===== src/rtl/reg_file_rename_if.sv =====
// -----------------------------------------------------------------------------
// reg_file_rename_if
//
// Purpose: bundles the traffic between the renaming register file and its
// neighbours. This covers the reorder buffer's issue stream (rd -> ROB id),
// its commit stream (rd/value write-back), the decoder's two source lookups,
// and the per-operand ROB bypass query.
//
// Modports:
//   master - the ROB/decoder side: drives issue, commit and lookup addresses,
//            answers the bypass query, and observes the operand results.
//   slave  - the register file: consumes requests and returns the operands
//            together with the bypass query tags.
// -----------------------------------------------------------------------------
interface reg_file_rename_if #(
  parameter int ROB_SIZE_WIDTH = 3
);

  // Rename (issue) stream from the reorder buffer.
  logic                      issue_valid;
  logic [4:0]                issue_rd;
  logic [ROB_SIZE_WIDTH-1:0] issue_rob_id;

  // Write-back (commit) stream from the reorder buffer.
  logic                      commit_valid;
  logic [4:0]                commit_rd;
  logic [ROB_SIZE_WIDTH-1:0] commit_rob_id;
  logic [31:0]               commit_value;

  // Decoder source-operand lookups.
  logic [4:0]                rs1_addr;
  logic [4:0]                rs2_addr;
  logic [31:0]               rs1_value;
  logic                      rs1_busy;
  logic [ROB_SIZE_WIDTH-1:0] rs1_rob_id;
  logic [31:0]               rs2_value;
  logic                      rs2_busy;
  logic [ROB_SIZE_WIDTH-1:0] rs2_rob_id;

  // Bypass query towards the ROB for results that exist but are not committed.
  logic [ROB_SIZE_WIDTH-1:0] rob_get_id1;
  logic [ROB_SIZE_WIDTH-1:0] rob_get_id2;
  logic                      rob_get_ready1;
  logic                      rob_get_ready2;
  logic [31:0]               rob_get_value1;
  logic [31:0]               rob_get_value2;

  modport master (
    output issue_valid, issue_rd, issue_rob_id,
    output commit_valid, commit_rd, commit_rob_id, commit_value,
    output rs1_addr, rs2_addr,
    input  rs1_value, rs1_busy, rs1_rob_id,
    input  rs2_value, rs2_busy, rs2_rob_id,
    input  rob_get_id1, rob_get_id2,
    output rob_get_ready1, rob_get_ready2, rob_get_value1, rob_get_value2
  );

  modport slave (
    input  issue_valid, issue_rd, issue_rob_id,
    input  commit_valid, commit_rd, commit_rob_id, commit_value,
    input  rs1_addr, rs2_addr,
    output rs1_value, rs1_busy, rs1_rob_id,
    output rs2_value, rs2_busy, rs2_rob_id,
    output rob_get_id1, rob_get_id2,
    input  rob_get_ready1, rob_get_ready2, rob_get_value1, rob_get_value2
  );

endinterface : reg_file_rename_if


===== src/rtl/reg_file_rename.sv =====
// -----------------------------------------------------------------------------
// reg_file_rename
//
// Purpose: architectural register file with per-register rename tags. It sits
// directly downstream of the reorder buffer. Each register holds a committed
// value, a busy flag and the ROB id of its youngest in-flight writer. The two
// source lookups are combinational. Each one returns either a usable value or
// the ROB id that will eventually produce it. A matching same-cycle commit, or
// a result the ROB already holds, is forwarded so that a value that already
// exists is never reported as pending.
//
// Ports:
//   clk    - clock, rising edge
//   rst    - synchronous active-high reset; overrides rdy and clear
//   rdy    - global enable; low freezes all state (lookups stay live)
//   clear  - misprediction flush: drops every pending mapping
//   bus    - reg_file_rename_if.slave carrying issue, commit, lookup and
//            ROB bypass query signals
// -----------------------------------------------------------------------------
module reg_file_rename #(
  parameter int ROB_SIZE_WIDTH = 3
) (
  input  logic                clk,
  input  logic                rst,
  input  logic                rdy,
  input  logic                clear,
  reg_file_rename_if.slave    bus
);

  localparam int NUM_REGS = 32;

  typedef logic [ROB_SIZE_WIDTH-1:0] tag_t;

  // Result of one source-operand lookup.
  typedef struct packed {
    logic [31:0] value;
    logic        busy;
    tag_t        rob_id;
  } lookup_t;

  // ---------------------------------------------------------------------------
  // State
  // ---------------------------------------------------------------------------
  logic [31:0]         regs_q [NUM_REGS];
  logic [31:0]         regs_d [NUM_REGS];
  logic [NUM_REGS-1:0] busy_q;
  logic [NUM_REGS-1:0] busy_d;
  tag_t                tag_q  [NUM_REGS];
  tag_t                tag_d  [NUM_REGS];

  // ---------------------------------------------------------------------------
  // Decoded request qualifiers. Writes to x0 are discarded here, so x0 stays
  // zero in the array and needs no special case on the write path.
  // ---------------------------------------------------------------------------
  logic commit_en;
  logic issue_en;

  assign commit_en = bus.commit_valid && (bus.commit_rd != 5'd0);
  assign issue_en  = bus.issue_valid  && (bus.issue_rd  != 5'd0) && !clear;

  // ---------------------------------------------------------------------------
  // Lookup. The result reflects the state after this cycle's commit but before
  // this cycle's issue. An instruction that renames the register it also reads
  // therefore sees the previous producer, not its own tag.
  // ---------------------------------------------------------------------------
  function automatic lookup_t lookup(
    input logic [4:0]  addr,
    input logic        get_ready,
    input logic [31:0] get_value
  );
    lookup_t res;
    res = '0;
    if (addr == 5'd0) begin
      res = '0;
    end else if (!busy_q[addr]) begin
      res.value = regs_q[addr];
    end else if (bus.commit_valid && (bus.commit_rd == addr) &&
                 (bus.commit_rob_id == tag_q[addr])) begin
      // The youngest writer is committing right now.
      res.value = bus.commit_value;
    end else if (get_ready) begin
      // The producer has finished but is still waiting in the ROB.
      res.value = get_value;
    end else begin
      res.busy   = 1'b1;
      res.rob_id = tag_q[addr];
    end
    return res;
  endfunction

  lookup_t rs1_res;
  lookup_t rs2_res;

  // NOTE: every variable written in an always_comb gets a default before any
  // branch. A path that leaves a variable unassigned infers a latch.
  always_comb begin
    rs1_res = lookup(bus.rs1_addr, bus.rob_get_ready1, bus.rob_get_value1);
    rs2_res = lookup(bus.rs2_addr, bus.rob_get_ready2, bus.rob_get_value2);
  end

  assign bus.rs1_value  = rs1_res.value;
  assign bus.rs1_busy   = rs1_res.busy;
  assign bus.rs1_rob_id = rs1_res.rob_id;
  assign bus.rs2_value  = rs2_res.value;
  assign bus.rs2_busy   = rs2_res.busy;
  assign bus.rs2_rob_id = rs2_res.rob_id;

  // The bypass query always carries the stored tag. The ROB answers it
  // whether or not the register is busy, and the lookup priority decides
  // whether that answer is used.
  assign bus.rob_get_id1 = tag_q[bus.rs1_addr];
  assign bus.rob_get_id2 = tag_q[bus.rs2_addr];

  // ---------------------------------------------------------------------------
  // Next-state. Statement order encodes the priority of the updates:
  //   1. Commit writes the value unconditionally. It releases busy only when
  //      its tag is still the youngest mapping. A mismatch means a younger
  //      writer is pending.
  //   2. Issue overrides busy/tag for the same register.
  //   3. Clear wipes every busy bit and suppresses issue. The commit value
  //      write still lands. Tags become don't-care and are left alone.
  // ---------------------------------------------------------------------------
  always_comb begin
    regs_d = regs_q;
    busy_d = busy_q;
    tag_d  = tag_q;

    if (commit_en) begin
      regs_d[bus.commit_rd] = bus.commit_value;
      if (tag_q[bus.commit_rd] == bus.commit_rob_id) begin
        busy_d[bus.commit_rd] = 1'b0;
      end
    end

    if (clear) begin
      busy_d = '0;
    end else if (issue_en) begin
      busy_d[bus.issue_rd] = 1'b1;
      tag_d[bus.issue_rd]  = bus.issue_rob_id;
    end
  end

  // ---------------------------------------------------------------------------
  // State registers
  // ---------------------------------------------------------------------------
  // NOTE: state is updated with non-blocking assignments. All registers then
  // sample their next values at the same instant, whatever the statement or
  // block order.
  always_ff @(posedge clk) begin
    if (rst) begin
      // NOTE: the value array is reset on purpose even though it is a memory.
      // A lookup of a non-busy register exposes its contents, so every
      // register must read a defined zero after reset.
      for (int i = 0; i < NUM_REGS; i++) begin
        regs_q[i] <= '0;
        tag_q[i]  <= '0;
      end
      busy_q <= '0;
    end else if (rdy) begin
      regs_q <= regs_d;
      busy_q <= busy_d;
      tag_q  <= tag_d;
    end
  end

endmodule : reg_file_rename


===== src/flat_wrapper.sv =====
// flat-port wrapper written by rule: the top's interface ports become plain ports
module reg_file_rename_flat 
#(
  parameter int ROB_SIZE_WIDTH = 3
)
  (clk, rst, rdy, clear, bus_issue_valid, bus_issue_rd, bus_issue_rob_id, bus_commit_valid, bus_commit_rd, bus_commit_rob_id, bus_commit_value, bus_rs1_addr, bus_rs2_addr, bus_rs1_value, bus_rs1_busy, bus_rs1_rob_id, bus_rs2_value, bus_rs2_busy, bus_rs2_rob_id, bus_rob_get_id1, bus_rob_get_id2, bus_rob_get_ready1, bus_rob_get_ready2, bus_rob_get_value1, bus_rob_get_value2);
  reg_file_rename_if #(.ROB_SIZE_WIDTH(ROB_SIZE_WIDTH)) bus_i ();
  input  logic clk;
  input  logic rst;
  input  logic rdy;
  input  logic clear;
  input wire logic [$bits(bus_i.issue_valid)-1:0] bus_issue_valid;
  input wire logic [$bits(bus_i.issue_rd)-1:0] bus_issue_rd;
  input wire logic [$bits(bus_i.issue_rob_id)-1:0] bus_issue_rob_id;
  input wire logic [$bits(bus_i.commit_valid)-1:0] bus_commit_valid;
  input wire logic [$bits(bus_i.commit_rd)-1:0] bus_commit_rd;
  input wire logic [$bits(bus_i.commit_rob_id)-1:0] bus_commit_rob_id;
  input wire logic [$bits(bus_i.commit_value)-1:0] bus_commit_value;
  input wire logic [$bits(bus_i.rs1_addr)-1:0] bus_rs1_addr;
  input wire logic [$bits(bus_i.rs2_addr)-1:0] bus_rs2_addr;
  output wire logic [$bits(bus_i.rs1_value)-1:0] bus_rs1_value;
  output wire logic [$bits(bus_i.rs1_busy)-1:0] bus_rs1_busy;
  output wire logic [$bits(bus_i.rs1_rob_id)-1:0] bus_rs1_rob_id;
  output wire logic [$bits(bus_i.rs2_value)-1:0] bus_rs2_value;
  output wire logic [$bits(bus_i.rs2_busy)-1:0] bus_rs2_busy;
  output wire logic [$bits(bus_i.rs2_rob_id)-1:0] bus_rs2_rob_id;
  output wire logic [$bits(bus_i.rob_get_id1)-1:0] bus_rob_get_id1;
  output wire logic [$bits(bus_i.rob_get_id2)-1:0] bus_rob_get_id2;
  input wire logic [$bits(bus_i.rob_get_ready1)-1:0] bus_rob_get_ready1;
  input wire logic [$bits(bus_i.rob_get_ready2)-1:0] bus_rob_get_ready2;
  input wire logic [$bits(bus_i.rob_get_value1)-1:0] bus_rob_get_value1;
  input wire logic [$bits(bus_i.rob_get_value2)-1:0] bus_rob_get_value2;
  assign bus_i.issue_valid = bus_issue_valid;
  assign bus_i.issue_rd = bus_issue_rd;
  assign bus_i.issue_rob_id = bus_issue_rob_id;
  assign bus_i.commit_valid = bus_commit_valid;
  assign bus_i.commit_rd = bus_commit_rd;
  assign bus_i.commit_rob_id = bus_commit_rob_id;
  assign bus_i.commit_value = bus_commit_value;
  assign bus_i.rs1_addr = bus_rs1_addr;
  assign bus_i.rs2_addr = bus_rs2_addr;
  assign bus_rs1_value = bus_i.rs1_value;
  assign bus_rs1_busy = bus_i.rs1_busy;
  assign bus_rs1_rob_id = bus_i.rs1_rob_id;
  assign bus_rs2_value = bus_i.rs2_value;
  assign bus_rs2_busy = bus_i.rs2_busy;
  assign bus_rs2_rob_id = bus_i.rs2_rob_id;
  assign bus_rob_get_id1 = bus_i.rob_get_id1;
  assign bus_rob_get_id2 = bus_i.rob_get_id2;
  assign bus_i.rob_get_ready1 = bus_rob_get_ready1;
  assign bus_i.rob_get_ready2 = bus_rob_get_ready2;
  assign bus_i.rob_get_value1 = bus_rob_get_value1;
  assign bus_i.rob_get_value2 = bus_rob_get_value2;
  reg_file_rename #(.ROB_SIZE_WIDTH(ROB_SIZE_WIDTH)) u_core (.clk(clk), .rst(rst), .rdy(rdy), .clear(clear), .bus(bus_i));
endmodule

===== config.mk =====
export PLATFORM = sky130hd
export DESIGN_NAME = reg_file_rename_flat
export DESIGN_NICKNAME = d
export VERILOG_FILES = /design/src/rtl/reg_file_rename_if.sv /design/src/rtl/reg_file_rename.sv /design/src/flat_wrapper.sv
export SDC_FILE = /design/constraint.sdc
export NUM_CORES = 2
export LEC_CHECK = 0
export BUFFER_PORTS_ARGS = -buffer_cell sky130_fd_sc_hd__clkbuf_2
export CORE_UTILIZATION = 30
export DETAILED_ROUTE_END_ITERATION = 7
export GPL_TIMING_DRIVEN = 0
export MAX_ROUTING_LAYER = met4
export PLACE_DENSITY = 0.56
export SYNTH_ARGS = -nofsm -noshare
export SYNTH_HDL_FRONTEND = slang
export SYNTH_SLANG_ARGS = --single-unit

===== constraint.sdc =====
create_clock -name clk -period 2.8 [get_ports clk]
set_clock_uncertainty 0.1 [all_clocks]
set_input_delay 0.14 -clock clk [delete_from_list [all_inputs] [get_ports clk]]
set_output_delay 0.14 -clock clk [all_outputs]
set_load 0.02 [all_outputs]

==> impl_metrics.py <==
metrics = {
    "floorplan": {
        "row_count": 166,
        "ios": 208,
        "die_x_microns": 455,
        "core-area_sq_um": 204000,
        "die_y_microns": 455,
        "start_util": 0.302,
        "die_area_sq_um": 207000,
    },
    "logic_synthesis": {
        "syn_avg_cell_area_sq_um": 8.56,
        "yosysTopAreaCellShare": 0.374,
        "synth_enable_flop_cells": 0,
        "ys_ff_latch": 1152,
        "netlist_top_cells_area": "dfxtp_1, mux4_2, nand2_1",
        "synth_area_leader_cell": "dfxtp_1",
        "synth_nets": 7334,
        "ys_async_sr_fraction": 0,
        "synth_warnings": 0,
        "synthDistinctLibCells": 69,
        "synth_ff_type": "dfxtp_1",
        "syn-cell-area_sq_um": 61700,
        "syn_inst": 7204,
        "synth_seq_area_share": 0.374,
    },
    "pwr": {
        "p_leak_nw": 24.6,
        "ir_drop_mv": 0.468,
        "power_density_nw_per_um2": 547,
        "p_total_mw": 41.5,
    },
    "cells_and_area": {
        "final_cell_area_sq_um": 75800,
        "final_nets": 7755,
        "layout_commonest_cell": "nand2_1",
        "most-common-layout-cells": "nand2_1, a21oi_1, dfxtp_1, clkbuf_1, mux4_2",
        "area_growth_pct": 22.9,
        "fillers": 20800,
        "drive_gt1_frac": 0.204,
    },
    "min_path": {
        "holdPathStages": 4,
        "min_path_type": "primary input to flip-flop",
    },
    "route": {
        "dr.pass1.iters": 8,
        "antenna_left": 0,
        "drt_wl_total_microns": 372000,
        "drc": 6,
        "drtIter0Drc": 9118,
        "wire_per_inst_microns": 35.6,
        "dr_total_vias": 63100,
        "vias_per_cell": 6.03,
    },
    "worst_setup_path": {
        "endpoint_kind": "primary output",
        "cp_num_buf_inv": 3,
        "slowest_delay_ps": 530,
        "path_class": "flip-flop to primary output",
        "path_cells": "mux4_2 > mux2i_4 > o2bb2ai_4 > buf_6 > nor4b_4 > o211ai_1 > buf_6 > o211ai_1 > a31oi_4 > buf_8",
        "slowest_stage": "a31oi_4",
        "arrival_ps": 3960,
        "crit_fanout": 4,
        "startpoint_type": "flip-flop",
        "critPathTopFamily": "compound AO/OA/AOI/OAI gates",
        "worst-endpoint-required_ps": 2560,
        "reg2regPathDepth": 10,
        "path_depth": 10,
    },
    "sta": {
        "setup_viol": 121,
        "min_period_ps": 4200,
        "maxSlewHeadroom": -0.0956,
        "rsz0062_at_grt": "yes",
        "worst_slew_pin_slew_ps": 1640,
        "final-hold-violation-count": 0,
        "period_share": 1.50,
        "max_freq_mhz": 238,
        "whs_ps": 37.3,
        "totalNegativeSetupSlack_ps": -83820,
        "fin_ws_ps": -1400,
        "slew_violations": 44,
    },
    "global_route": {
        "grt.overflow.total": 0,
        "grt_max_degree": 17,
        "grt_pass1_wl_microns": 496000,
        "grt.total_usage": 0.361,
        "antenna_found_initial": 39,
        "grt_pass1_vias": 58100,
    },
    "clocking": {
        "cts-root-buf": "clkbuf_16",
        "clk_pin_slew_ps": 60,
        "htreeDepth": 4,
        "numClockSinks": 1152,
        "cts_tree": "built",
        "clk_latency_ps": 840,
        "cts_buffer_depth": 3,
        "cts_made_buffers": 139,
    },
    "placed_design": {
        "io_buffers": 161,
        "hpwl_microns": 283000,
        "dp_slack_ps": -3350,
        "place_congestion": 1.12,
        "place_area_sq_um": 66200,
    },
    "outcome": {
        "violations": "design-rule violations, max-capacitance violations, max-slew violations, negative setup slack",
        "status": "complete, but fails checks",
    },
    "job": {
        "cap_violations": 7,
    },
}
-- area by class of cell --
type	instances	area (sq um)	area share
clock inverter	50	612	0.00808
tap	2688	3360	0.0444
multi-input combinational	5271	37800	0.499
sequential	1152	23100	0.305
clock buffer	203	4040	0.0534
inverter	17	65.1	0.000859
antenna	36	90.1	0.00119
buffer	760	4270	0.0564
timing repair buffer	284	2410	0.0319
-- routing by layer --
layer | share of wire | track usage
met2 | 0.43 | 0.513
met3 | 0.10 | 0.0930
met5 | 0 | -
met4 | 0.10 | 0.317
met1 | 0.37 | 0.418
-- logic make-up after synthesis --
logic type                share of synthesized area
and+or+nand+nor                               0.171
xor gates and xnor gates                    0.00227
buffers and inverters                        0.0557
DFF                                           0.374
muxes                                         0.237
AOI/OAI and AO/OA                             0.160
-- cell usage after synthesis, types with 13 or more instances --
cell type  instances
o211ai_1          73
inv_1             13
nand3_1           66
dfxtp_1         1152
mux2i_1          340
and3_1            40
clkbuf_1         594
mux4_2           483
o31a_1            32
nor2_1           135
buf_1             24
buf_2             72
mux2_2            19
a22oi_1           50
nor2b_1           52
a31oi_1           94
a21oi_1         1236
buf_4             42
o31ai_1           26
nand2_1         2292
o21ai_0          105
a221oi_1          92
buf_6             28
-- worst register-to-register path, cell delays in order, from the launching register on --
cell and delay [ps]:
dfxtp_2 320, buf_4 130, buf_4 130, mux4_2 480, a22oi_2 240, nand4_1 180, xnor2_2 250, nand3_2 150
buf_6 190, o311ai_0 350, o211ai_1 130
-- worst paths after layout --
kind	from	end	slack, ps
max reg2reg	u_core.tag_q[16]$_SDFFE_PP0P_	u_core.busy_q[31]$_SDFFE_PP0P_	10
min reg2reg	u_core.regs_q[184]$_SDFFE_PP0P_	u_core.regs_q[184]$_SDFFE_PP0P_	370
max	u_core.tag_q[43]$_SDFFE_PP0P_	bus_rs1_value[30]	-1400
min	clear	u_core.busy_q[4]$_SDFFE_PP0P_	40
-- through the flow --
stage / instances / utilization
floorplan: 7204 / -
global placement: 10100 / 0.323
detailed placement: 10100 / 0.324
global route: 10500 / 0.371
finish: 10500 / 0.371
CTS: 10400 / 0.367
-- state kept, by name (all words and copies together) (netlist names) --
name / flops
u_core.tag_q: 96
u_core.busy_q: 32
u_core.regs_q: 1024
-- repair_timing --
item	CTS	global route
buffers inserted	45	22
hold buffers	42	3
endpoints found under the setup margin	1045	748
hold endpoints to repair	133	3
gates resized for setup	783	189
cloned	2	0
pin swaps	87	52
-- where the power goes --
part	total, mW	leakage (nW)	internal (mW)	switching (mW)
registers	16.5	9.30	16.4	0.0503
clock network	19.1	2.29	10.9	8.21
logic	5.83	13.0	1.59	4.24
No activity file was read; power rests on OpenSTA's default activity.
